## config.mk

```make
export PLATFORM = sky130hd
export DESIGN_NAME = hazard_ctrl
export DESIGN_NICKNAME = d
export VERILOG_FILES = /design/src/rtl/hazard_pkg.sv /design/src/rtl/hazard_mdu_timer.sv /design/src/rtl/hazard_ctrl.sv
export SDC_FILE = /design/constraint.sdc
export NUM_CORES = 1
export LEC_CHECK = 0
export BUFFER_PORTS_ARGS = -buffer_cell sky130_fd_sc_hd__buf_2
export CAP_MARGIN = 5
export CELL_PAD_IN_SITES_DETAIL_PLACEMENT = 1
export CELL_PAD_IN_SITES_GLOBAL_PLACEMENT = 1
export CORE_UTILIZATION = 26
export CTS_CLUSTER_SIZE = 10
export DETAILED_ROUTE_END_ITERATION = 7
export GPL_TIMING_DRIVEN = 0
export PLACE_DENSITY = 0.81
export SLEW_MARGIN = 20
export SYNTH_ARGS = -nofsm -noshare
export SYNTH_HDL_FRONTEND = slang
export SYNTH_SLANG_ARGS = --single-unit
```

## constraint.sdc

```tcl
create_clock -name clock -period 1.6 [get_ports clock]
set_input_delay 0.24 -clock clock [delete_from_list [all_inputs] [get_ports clock]]
set_output_delay 0.24 -clock clock [all_outputs]
set_load 0.02 [all_outputs]
```

## src/rtl/hazard_pkg.sv

```systemverilog
// hazard_pkg -- shared types and helpers for the pipeline hazard controller.
//
// Contents:
//   mdu_state_e  : MDU timer FSM state encoding (RUN, MDU_WAIT)
//   REG_ZERO     : architectural zero register index; never a real dependency
//   mdu_cnt_w()  : width of the MDU latency counter for a given latency
package hazard_pkg;

  typedef enum logic [0:0] {
    RUN      = 1'b0,
    MDU_WAIT = 1'b1
  } mdu_state_e;

  localparam int REG_ZERO = 0;

  // The counter holds at most lat-1, which always fits in clog2(lat) bits.
  // A floor of 1 keeps the vector legal for the smallest latencies.
  function automatic int mdu_cnt_w(input int lat);
    int w;
    w = $clog2(lat);
    if (w < 1) w = 1;
    return w;
  endfunction

endpackage

```

## src/rtl/hazard_mdu_timer.sv

```systemverilog
// hazard_mdu_timer -- tracks the in-flight multiply/divide operation.
//
// An MDU op entering EX loads a countdown of MDU_LAT-1; the unit reports busy
// until the countdown reaches 1, so busy lasts MDU_LAT-1 cycles after the
// start cycle. The countdown runs freely: pipeline stalls and flushes do not
// pause it.
//
// Ports:
//   clock        in   system clock, posedge
//   reset        in   synchronous active-high reset
//   ex_mdu_start in   MDU op entering EX this cycle
//   mdu_busy     out  HI/LO result still pending (state-derived, forced 0 in reset)
module hazard_mdu_timer
  import hazard_pkg::*;
#(
  parameter int MDU_LAT = 32
) (
  input  logic clock,
  input  logic reset,
  input  logic ex_mdu_start,
  output logic mdu_busy
);

  localparam int CNT_W = mdu_cnt_w(MDU_LAT);
  localparam logic [CNT_W-1:0] CNT_LOAD = CNT_W'(MDU_LAT - 1);
  localparam logic [CNT_W-1:0] CNT_LAST = CNT_W'(1);

  mdu_state_e       state_q, state_d;
  logic [CNT_W-1:0] cnt_q, cnt_d;

  // State register
  always_ff @(posedge clock) begin
    if (reset) begin
      state_q <= RUN;
      cnt_q   <= '0;
    end else begin
      state_q <= state_d;
      cnt_q   <= cnt_d;
    end
  end

  // Next-state logic
  always_comb begin
    state_d = state_q;
    cnt_d   = cnt_q;
    unique case (state_q)
      RUN: begin
        if (ex_mdu_start) begin
          state_d = MDU_WAIT;
          cnt_d   = CNT_LOAD;
        end
      end
      MDU_WAIT: begin
        // A second start while waiting should have been held off in ID; if it
        // slips through anyway, the newest op owns HI/LO, so restart the wait.
        if (ex_mdu_start) begin
          cnt_d = CNT_LOAD;
        end else if (cnt_q == CNT_LAST) begin
          // Leave the counter parked at 1 rather than decrementing to 0.
          state_d = RUN;
        end else begin
          cnt_d = cnt_q - CNT_LAST;
        end
      end
      default: begin
        state_d = RUN;
        cnt_d   = '0;
      end
    endcase
  end

  // Output logic
  always_comb begin
    mdu_busy = (state_q == MDU_WAIT) && !reset;
  end

endmodule

```

## src/rtl/hazard_ctrl.sv

```systemverilog
// hazard_ctrl -- pipeline hazard controller for the 5-stage MIPS core.
//
// Drives the PC load enable, the IF/ID write enable and flush, and the ID/EX
// bubble mux. Stalls on load-use, on branch operands not yet available to the
// ID-stage compare, and on mfhi/mflo or a new MDU op while the MDU is busy.
// Taken branches flush IF/ID unless the delay-slot build is selected.
//
// Build option:
//   HAZARD_DELAY_SLOT_EN  defined: taken branch keeps the delay-slot
//                         instruction (ifid_flush stays 0).
//                         undefined: taken branch flushes IF/ID.
//
// Ports:
//   clock, reset                 system clock / synchronous active-high reset
//   id_rs, id_rt, id_uses_rt     ID source registers, rt-is-source flag
//   id_is_branch                 ID holds beq/bne
//   id_reads_hilo, id_mdu_op     ID holds mfhi/mflo, mult/div
//   branch_taken                 ID compare result
//   ex_mem_read, ex_reg_write    EX holds a load / writes the register file
//   ex_dst                       EX destination register
//   ex_mdu_start                 MDU op entering EX
//   mem_mem_read, mem_dst        MEM holds a load / its destination
//   pc_write, ifid_write         PC and IF/ID load enables
//   ifid_flush                   clear IF/ID to NOP
//   idex_bubble                  zero ID/EX control fields
//   mdu_busy                     MDU result pending
module hazard_ctrl
  import hazard_pkg::*;
#(
  parameter int MDU_LAT = 32,
  parameter int REG_AW  = 5
) (
  input  logic              clock,
  input  logic              reset,
  input  logic [REG_AW-1:0] id_rs,
  input  logic [REG_AW-1:0] id_rt,
  input  logic              id_uses_rt,
  input  logic              id_is_branch,
  input  logic              id_reads_hilo,
  input  logic              id_mdu_op,
  input  logic              branch_taken,
  input  logic              ex_mem_read,
  input  logic              ex_reg_write,
  input  logic [REG_AW-1:0] ex_dst,
  input  logic              ex_mdu_start,
  input  logic              mem_mem_read,
  input  logic [REG_AW-1:0] mem_dst,
  output logic              pc_write,
  output logic              ifid_write,
  output logic              ifid_flush,
  output logic              idex_bubble,
  output logic              mdu_busy
);

  localparam logic [REG_AW-1:0] ZERO_REG = REG_AW'(REG_ZERO);

  // True when a producer writing dst feeds either ID source. $zero is
  // hard-wired, so writes to it are never a dependency.
  function automatic logic src_hit(input logic [REG_AW-1:0] dst,
                                   input logic [REG_AW-1:0] rs,
                                   input logic [REG_AW-1:0] rt,
                                   input logic              uses_rt);
    logic rs_hit;
    logic rt_hit;
    rs_hit = (dst == rs);
    rt_hit = (dst == rt) && uses_rt;
    return (dst != ZERO_REG) && (rs_hit || rt_hit);
  endfunction

  logic ex_hit;
  logic mem_hit;
  logic load_use;
  logic br_ex;
  logic br_mem;
  logic mdu_hold;
  logic stall;
  logic taken_flush;

  hazard_mdu_timer #(
    .MDU_LAT (MDU_LAT)
  ) u_mdu_timer (
    .clock        (clock),
    .reset        (reset),
    .ex_mdu_start (ex_mdu_start),
    .mdu_busy     (mdu_busy)
  );

`ifdef HAZARD_DELAY_SLOT_EN
  assign taken_flush = 1'b0;
`else
  assign taken_flush = 1'b1;
`endif

  always_comb begin
    ex_hit   = src_hit(ex_dst, id_rs, id_rt, id_uses_rt);
    mem_hit  = src_hit(mem_dst, id_rs, id_rt, id_uses_rt);
    load_use = ex_mem_read && ex_hit;
    // The branch compares in ID, so any EX result (ALU or load) is too late,
    // and a load in MEM has not returned its data yet.
    br_ex    = id_is_branch && ex_reg_write && ex_hit;
    br_mem   = id_is_branch && mem_mem_read && mem_hit;
    mdu_hold = mdu_busy && (id_reads_hilo || id_mdu_op);
    stall    = load_use || br_ex || br_mem || mdu_hold;
  end

  always_comb begin
    pc_write    = 1'b1;
    ifid_write  = 1'b1;
    ifid_flush  = 1'b0;
    idex_bubble = 1'b0;
    if (reset) begin
      pc_write    = 1'b0;
      ifid_write  = 1'b0;
      ifid_flush  = 1'b1;
      idex_bubble = 1'b1;
    end else if (stall) begin
      // branch_taken is ignored here: it was computed from stale operands.
      pc_write    = 1'b0;
      ifid_write  = 1'b0;
      idex_bubble = 1'b1;
    end else if (branch_taken) begin
      ifid_flush  = taken_flush;
    end
  end

endmodule

```

==> results of run 1 <==
-- critical path: cells and delay by family --
family / cells / cell delay, ps
compound gates: 2 / 410
xor+xnor: 1 / 160
buf+inv: 3 / 330
simple gates: 2 / 490
-- worst max-delay path by stage --
| stage | startpoint | end | cells past startpoint |
|---|---|---|---|
| floorplan | mem_dst[0] | pc_write | 4 |
| global placement | ex_dst[3] | pc_write | 8 |
| detailed placement | ex_dst[3] | pc_write | 8 |
| CTS | id_rt[1] | pc_write | 8 |
| global route | id_rt[3] | pc_write | 8 |
| finish | id_rt[3] | pc_write | 8 |
-- synthesized netlist by cell type (all sizes together) (2+ instances only) --
cell type,n,area share [%]
a21oi,6,5.0
nor4,2,3.1
dfxtp,6,20
ha,2,4.1
inv,5,3.1
nor2,5,3.1
or4,2,2.5
xor2,9,13
xnor2,15,22
nand2,2,1.2
-- final cells by class --
| type | instances | area [um^2] | area share, % |
|---|---|---|---|
| plain buffers | 2 | 15.0 | 1.52 |
| clock buffers | 3 | 22.5 | 2.27 |
| inverters | 5 | 18.8 | 1.89 |
| multi-input cells | 58 | 509 | 51.4 |
| flip-flops and latches | 6 | 123 | 12.4 |
| well taps | 28 | 35.0 | 3.54 |
| repair buffers | 38 | 268 | 27.0 |
-- what timing repair did --
action	in CTS	in global routing
pin swaps	6	8
resized for setup	15	17
endpoints found under the setup margin	4	7
setup buffers	2	2
-- power by group through the flow --
stage	Clock, uW	Sequential (uW)	Combinational, uW
floorplan	0	180	127
global placement	0	182	200
detailed placement	0	184	209
CTS	144	181	235
global route	157	188	280
finish	139	187	261
-- metrics by stage --
stage | TNS (ps) | worst slack [ps] | hold slack (ps) | area [um^2] | std cells
floorplan | -52.2 | -52.2 | 361 | 609 | 71
global placement | -878 | -324 | 472 | 815 | 133
detailed placement | -913 | -328 | 482 | 815 | 133
CTS | -913 | -295 | 259 | 907 | 138
global route | -1180 | -353 | 256 | 991 | 140
finish | -842 | -271 | 260 | 991 | 140
-- per-layer routing --
layer,global-route usage [%],vias up
met5,0,-
met4,4.29,0
met3,1.21,2
met2,30.4,30
met1,15.0,319
li1,-,330
-- logic make-up (layout without fill, tap and decap cells) --
family | Yosys count | count (layout) | share of synthesized area (%)
compound gates | 14 | 14 | 18.4
xor+xnor | 24 | 24 | 34.8
fa+ha+maj | 2 | 2 | 4.14
buf+inv | 7 | 48 | 4.97
flops | 6 | 6 | 19.9
simple gates | 18 | 18 | 17.8
-- registers in the layout, indices dropped and copies added (netlist names) --
register	cells
u_mdu_timer.cnt_q	5
u_mdu_timer.state_q	1
-- layout by cell type (no fill, tap or decap), types with 2 or more instances in the layout --
master | netlist | final
buf_2 | 0 | 25
xnor2_1 | 15 | 15
buf_6 | 0 | 9
xor2_1 | 9 | 7
a21oi_1 | 6 | 6
nor2_1 | 5 | 5
dfxtp_1 | 6 | 4
inv_1 | 5 | 3
clkbuf_4 | 0 | 3
buf_4 | 1 | 3
inv_2 | 0 | 2
xor2_2 | 0 | 2
or4_1 | 2 | 2
nand2_1 | 2 | 2
buf_8 | 0 | 2
dfxtp_2 | 0 | 2
==> results_dict.tcl, run 1 <==
set metrics [dict create \
    status "complete, but fails checks" \
    violations "negative setup slack" \
    seqPwrFrac_pct 31.8 \
    r2r_cells 8 \
    max-vdd-ir-drop_mv 0.265 \
    die_w_um 50.2 \
    vias 681 \
    first_pass_iters 4 \
    nFillCells 273 \
    cts.path.max_buffers 2 \
    top_layer "met4" \
    reg2reg_from "u_mdu_timer.cnt_q[1]" \
    grt_usage_pct 14.7 \
    dieArea_um2 2520 \
    crit_path_end_kind "primary output" \
    hpwl_um 1490 \
    avgSynthCellArea_um2 8.51 \
    crit_required_ps 1360 \
    dr.first_iter.drc_count 9 \
    crit_path_frequent_cell "buf_6" \
    synthToLayoutAreaGrowth_pct 64.0 \
    path_cells "buf_8 -> xor2_2 -> nor4_2 -> a32oi_1 -> o31a_1 -> and3b_2 -> buf_6 -> buf_6" \
    arrival_ps 1630 \
    p_sw_share_pct 33.5 \
    grt_max_degree 11 \
    grt_pass1_wl_um 2880 \
    synthCells 71 \
    clkTransAtPathRegs_ps 40 \
    pin_count 36 \
    holdPathStages 3 \
    synth_cell_type_count 28 \
    cts_hold_buf 0 \
    crit_type "input pin to primary output" \
    core_area_um2 2190 \
    synth-async-reset-ratio_pct 0 \
    synth_ff_type "dfxtp_1" \
    wl_met2_um 1150 \
    finalWeightedCongestion 0.749 \
    p_comb_share_pct 44.5 \
    r2r_end "u_mdu_timer.cnt_q[4]" \
    clkLatencyLatePin_ps 240 \
    reg2reg_slack_ps 50 \
    ys_seq_elements 6 \
    cts_tree "yes" \
    hp-class "input pin to flip-flop" \
    drt-met1-wl_um 752 \
    whs_endpoint "u_mdu_timer.cnt_q[1]" \
    drive_gt1_share_pct 49.1 \
    cap_violations 0 \
    slowest_delay_ps 280 \
    fin_ws_ps -271 \
    slew_headroom_pct 71.0 \
    n_antenna_cell 0 \
    finalCritPeriodShare_pct 117 \
    leakage_uw 0.000417 \
    via_per_inst 4.86 \
    finalSetupViolations 4 \
    finClkSkew_ps 2.98 \
    fmax_mhz 534 \
    h-tree-depth 1 \
    cts_buffers 3 \
    wl_met3_um 88 \
    routed_wl_um 2010 \
    drv_slew 0 \
    power.total_uw 587 \
    final_util_pct 45.2 \
    grt_pass1_vias 724 \
    drc 0 \
    syn_nets 104 \
    fin_crit_ps 1870 \
    die_y_um 50.2 \
    hold_viol 0 \
    start_kind "input pin" \
    initial_utilization_pct 27.6 \
    wire_per_inst_um 14.3 \
    antenna_found_initial 0 \
    cts_sinks 6 \
    synth-seq-area-share_pct 19.9 \
    portBuffers 34 \
    p_clk_share_pct 23.7 \
    slowest_stage "nor4_2" \
    path_max_fanout 3 \
    antenna_left 0 \
    cts_root_buffer "clkbuf_4" \
    power.switching_uw 197 \
    yosys_warnings 0 \
    num_rows 17 \
    synth_edf_count 0 \
    netlist_area_um2 604 \
    worst_pin_slew_ps 434 \
    p_int_uw 390 \
    hold_start "ex_mdu_start" \
    rsz0062_at_grt "true" \
    overflow 0 \
    nets 147 \
    power_density_nw_per_um2 592 \
]
(Power assumes the default switching activity.)
==> inputs of run 2 (changes only) <==
--- a/config.mk
+++ b/config.mk
@@ -13,6 +13,7 @@
 export CTS_CLUSTER_SIZE = 10
 export DETAILED_ROUTE_END_ITERATION = 7
 export GPL_TIMING_DRIVEN = 0
+export MAX_ROUTING_LAYER = met4
 export PLACE_DENSITY = 0.81
 export SLEW_MARGIN = 20
 export SYNTH_ARGS = -nofsm -noshare
==> run 2 against run 1 <==
The flow still finishes with violations (negative setup slack). Via count unchanged. Combinational power barely moved. First-iteration DRC count unchanged. Utilization stayed put. Sequential share of layout area unchanged. Critical path type unchanged.
==> results_dict.tcl, run 2 (synthesized netlist as in run 1, its figures left out) <==
set metrics [dict create \
    largest_register "u_mdu_timer.cnt_q" \
    fmax_mhz 534 \
    die_y_um 50.2 \
    dr.first_iter.drc_count 9 \
    hpwl_um 1490 \
    clkTransAtPathRegs_ps 40 \
    via_per_inst 4.86 \
    setup_tns_ps -842 \
    crit_start "id_rt[3]" \
    reg_top3 "u_mdu_timer.cnt_q: 5 flops, u_mdu_timer.state_q: 1 flops" \
    hp-class "input pin to flip-flop" \
    portBuffers 34 \
    wl_met3_um 83 \
    finalSetupViolations 4 \
    num_rows 17 \
    leakage_uw 0.000417 \
    grt_pass1_vias 724 \
    finalWeightedCongestion 0.759 \
    largest_reg_flops 5 \
    drv_slew 0 \
    n_antenna_cell 0 \
    violations "negative setup slack" \
    p_sw_share_pct 33.5 \
    grt_usage_pct 15.1 \
    start_kind "input pin" \
    p_comb_share_pct 44.5 \
    cts.path.max_buffers 2 \
    drive_gt1_share_pct 49.1 \
    grt_pass1_wl_um 2880 \
    crit_path_end_kind "primary output" \
    final_cells 140 \
    dieArea_um2 2520 \
    power.switching_uw 197 \
    worst_pin_slew_ps 434 \
    max-vdd-ir-drop_mv 0.265 \
    top_layer "met4" \
    fin_crit_ps 1870 \
    cts_tree "yes" \
    arrival_ps 1630 \
    final_common_cell "buf_2" \
    seqPwrFrac_pct 31.8 \
    overflow 0 \
    synthToLayoutAreaGrowth_pct 64.0 \
    wire_per_inst_um 14.3 \
    drc 0 \
    wl_met2_um 1150 \
    layout_common_cells "25 x buf_2, 15 x xnor2_1, 9 x buf_6" \
    slew_headroom_pct 71.0 \
    cap_violations 0 \
    placed_cells 133 \
    first_pass_iters 4 \
    p_clk_share_pct 23.7 \
    cts_sinks 6 \
    status "complete, but fails checks" \
    cts_root_buffer "clkbuf_4" \
    drt-met1-wl_um 757 \
    reg2reg_from "u_mdu_timer.cnt_q[1]" \
    core_area_um2 2190 \
    pin_count 36 \
    hold_viol 0 \
    crit_required_ps 1360 \
    routed_wl_um 2010 \
    grt_max_degree 11 \
    rsz0062_at_grt "true" \
    h-tree-depth 1 \
    clkLatencyLatePin_ps 240 \
    antenna_found_initial 0 \
    fin_ws_ps -271 \
    vias 681 \
    cts_buffers 3 \
    crit_type "input pin to primary output" \
    finalCritPeriodShare_pct 117 \
    cts_hold_buf 0 \
    finClkSkew_ps 2.98 \
    p_int_uw 390 \
    nets 147 \
    die_w_um 50.2 \
    initial_utilization_pct 27.6 \
    path_max_fanout 3 \
    hold_start "ex_mdu_start" \
    power_density_nw_per_um2 592 \
    antenna_left 0 \
]
[run 2: cell counts in the layout (fill, tap and decap cells not counted)]
No cell type changed its count.
[run 2: layout make-up]
| type | count | area, um^2 |
|---|---|---|
| clock buffers | 3 | 22.5 |
| inverters | 5 | 18.8 |
| repair buffers | 38 | 268 |
| flip-flops and latches | 6 | 123 |
| plain buffers | 2 | 15.0 |
| fillers | 273 | 1200 |
| multi-input cells | 58 | 509 |
| well taps | 28 | 35.0 |
[run 2: power by group through the flow]
stage	clock, uW	combinational, uW	sequential [uW]
after floorplan	0	127	180
after global placement	0	200	182
after detailed placement	0	209	184
after CTS	144	235	181
after global routing	157	280	188
final	139	261	187
[run 2: repair_timing]
| item | 4_1_cts | 5_1_grt |
|---|---|---|
| gates cloned | 0 | 0 |
| setup endpoints to repair | 4 | 7 |
| resized for setup | 15 | 17 |
| pin swaps | 6 | 8 |
| buffers inserted | 2 | 2 |
[run 2: worst paths after layout]
path | end | slack (ps) | cells after the start
hold / removal | u_mdu_timer.cnt_q[1] | 260 | 3
setup reg to reg | u_mdu_timer.cnt_q[4] | 50 | 8
hold reg to reg | u_mdu_timer.cnt_q[1] | 540 | 2
setup / recovery | pc_write | -270 | 8
[run 2: worst max-delay path, stage by stage]
cell and delay, ps:
buf_8 100, xor2_2 160, nor4_2 280, a32oi_1 140
o31a_1 270, and3b_2 210, buf_6 110, buf_6 120
[run 2: per-layer routing]
| layer | GRT usage, % | up-vias |
|---|---|---|
| met5 | - | - |
| met4 | 4.29 | 0 |
| met1 | 15.2 | 319 |
| li1 | - | 330 |
| met2 | 30.4 | 30 |
| met3 | 0.909 | 2 |
[run 2: stage by stage]
step	util, %	hold WS (ps)	power (uW)	cell area (um^2)	worst slack (ps)
3_5_place_dp	37.2	482	393	815	-328
6_report	45.2	260	587	991	-271
2_1_floorplan	-	361	307	609	-52.2
3_3_place_gp	37.2	472	382	815	-324
5_1_grt	45.2	256	625	991	-353
4_1_cts	41.4	259	559	907	-295
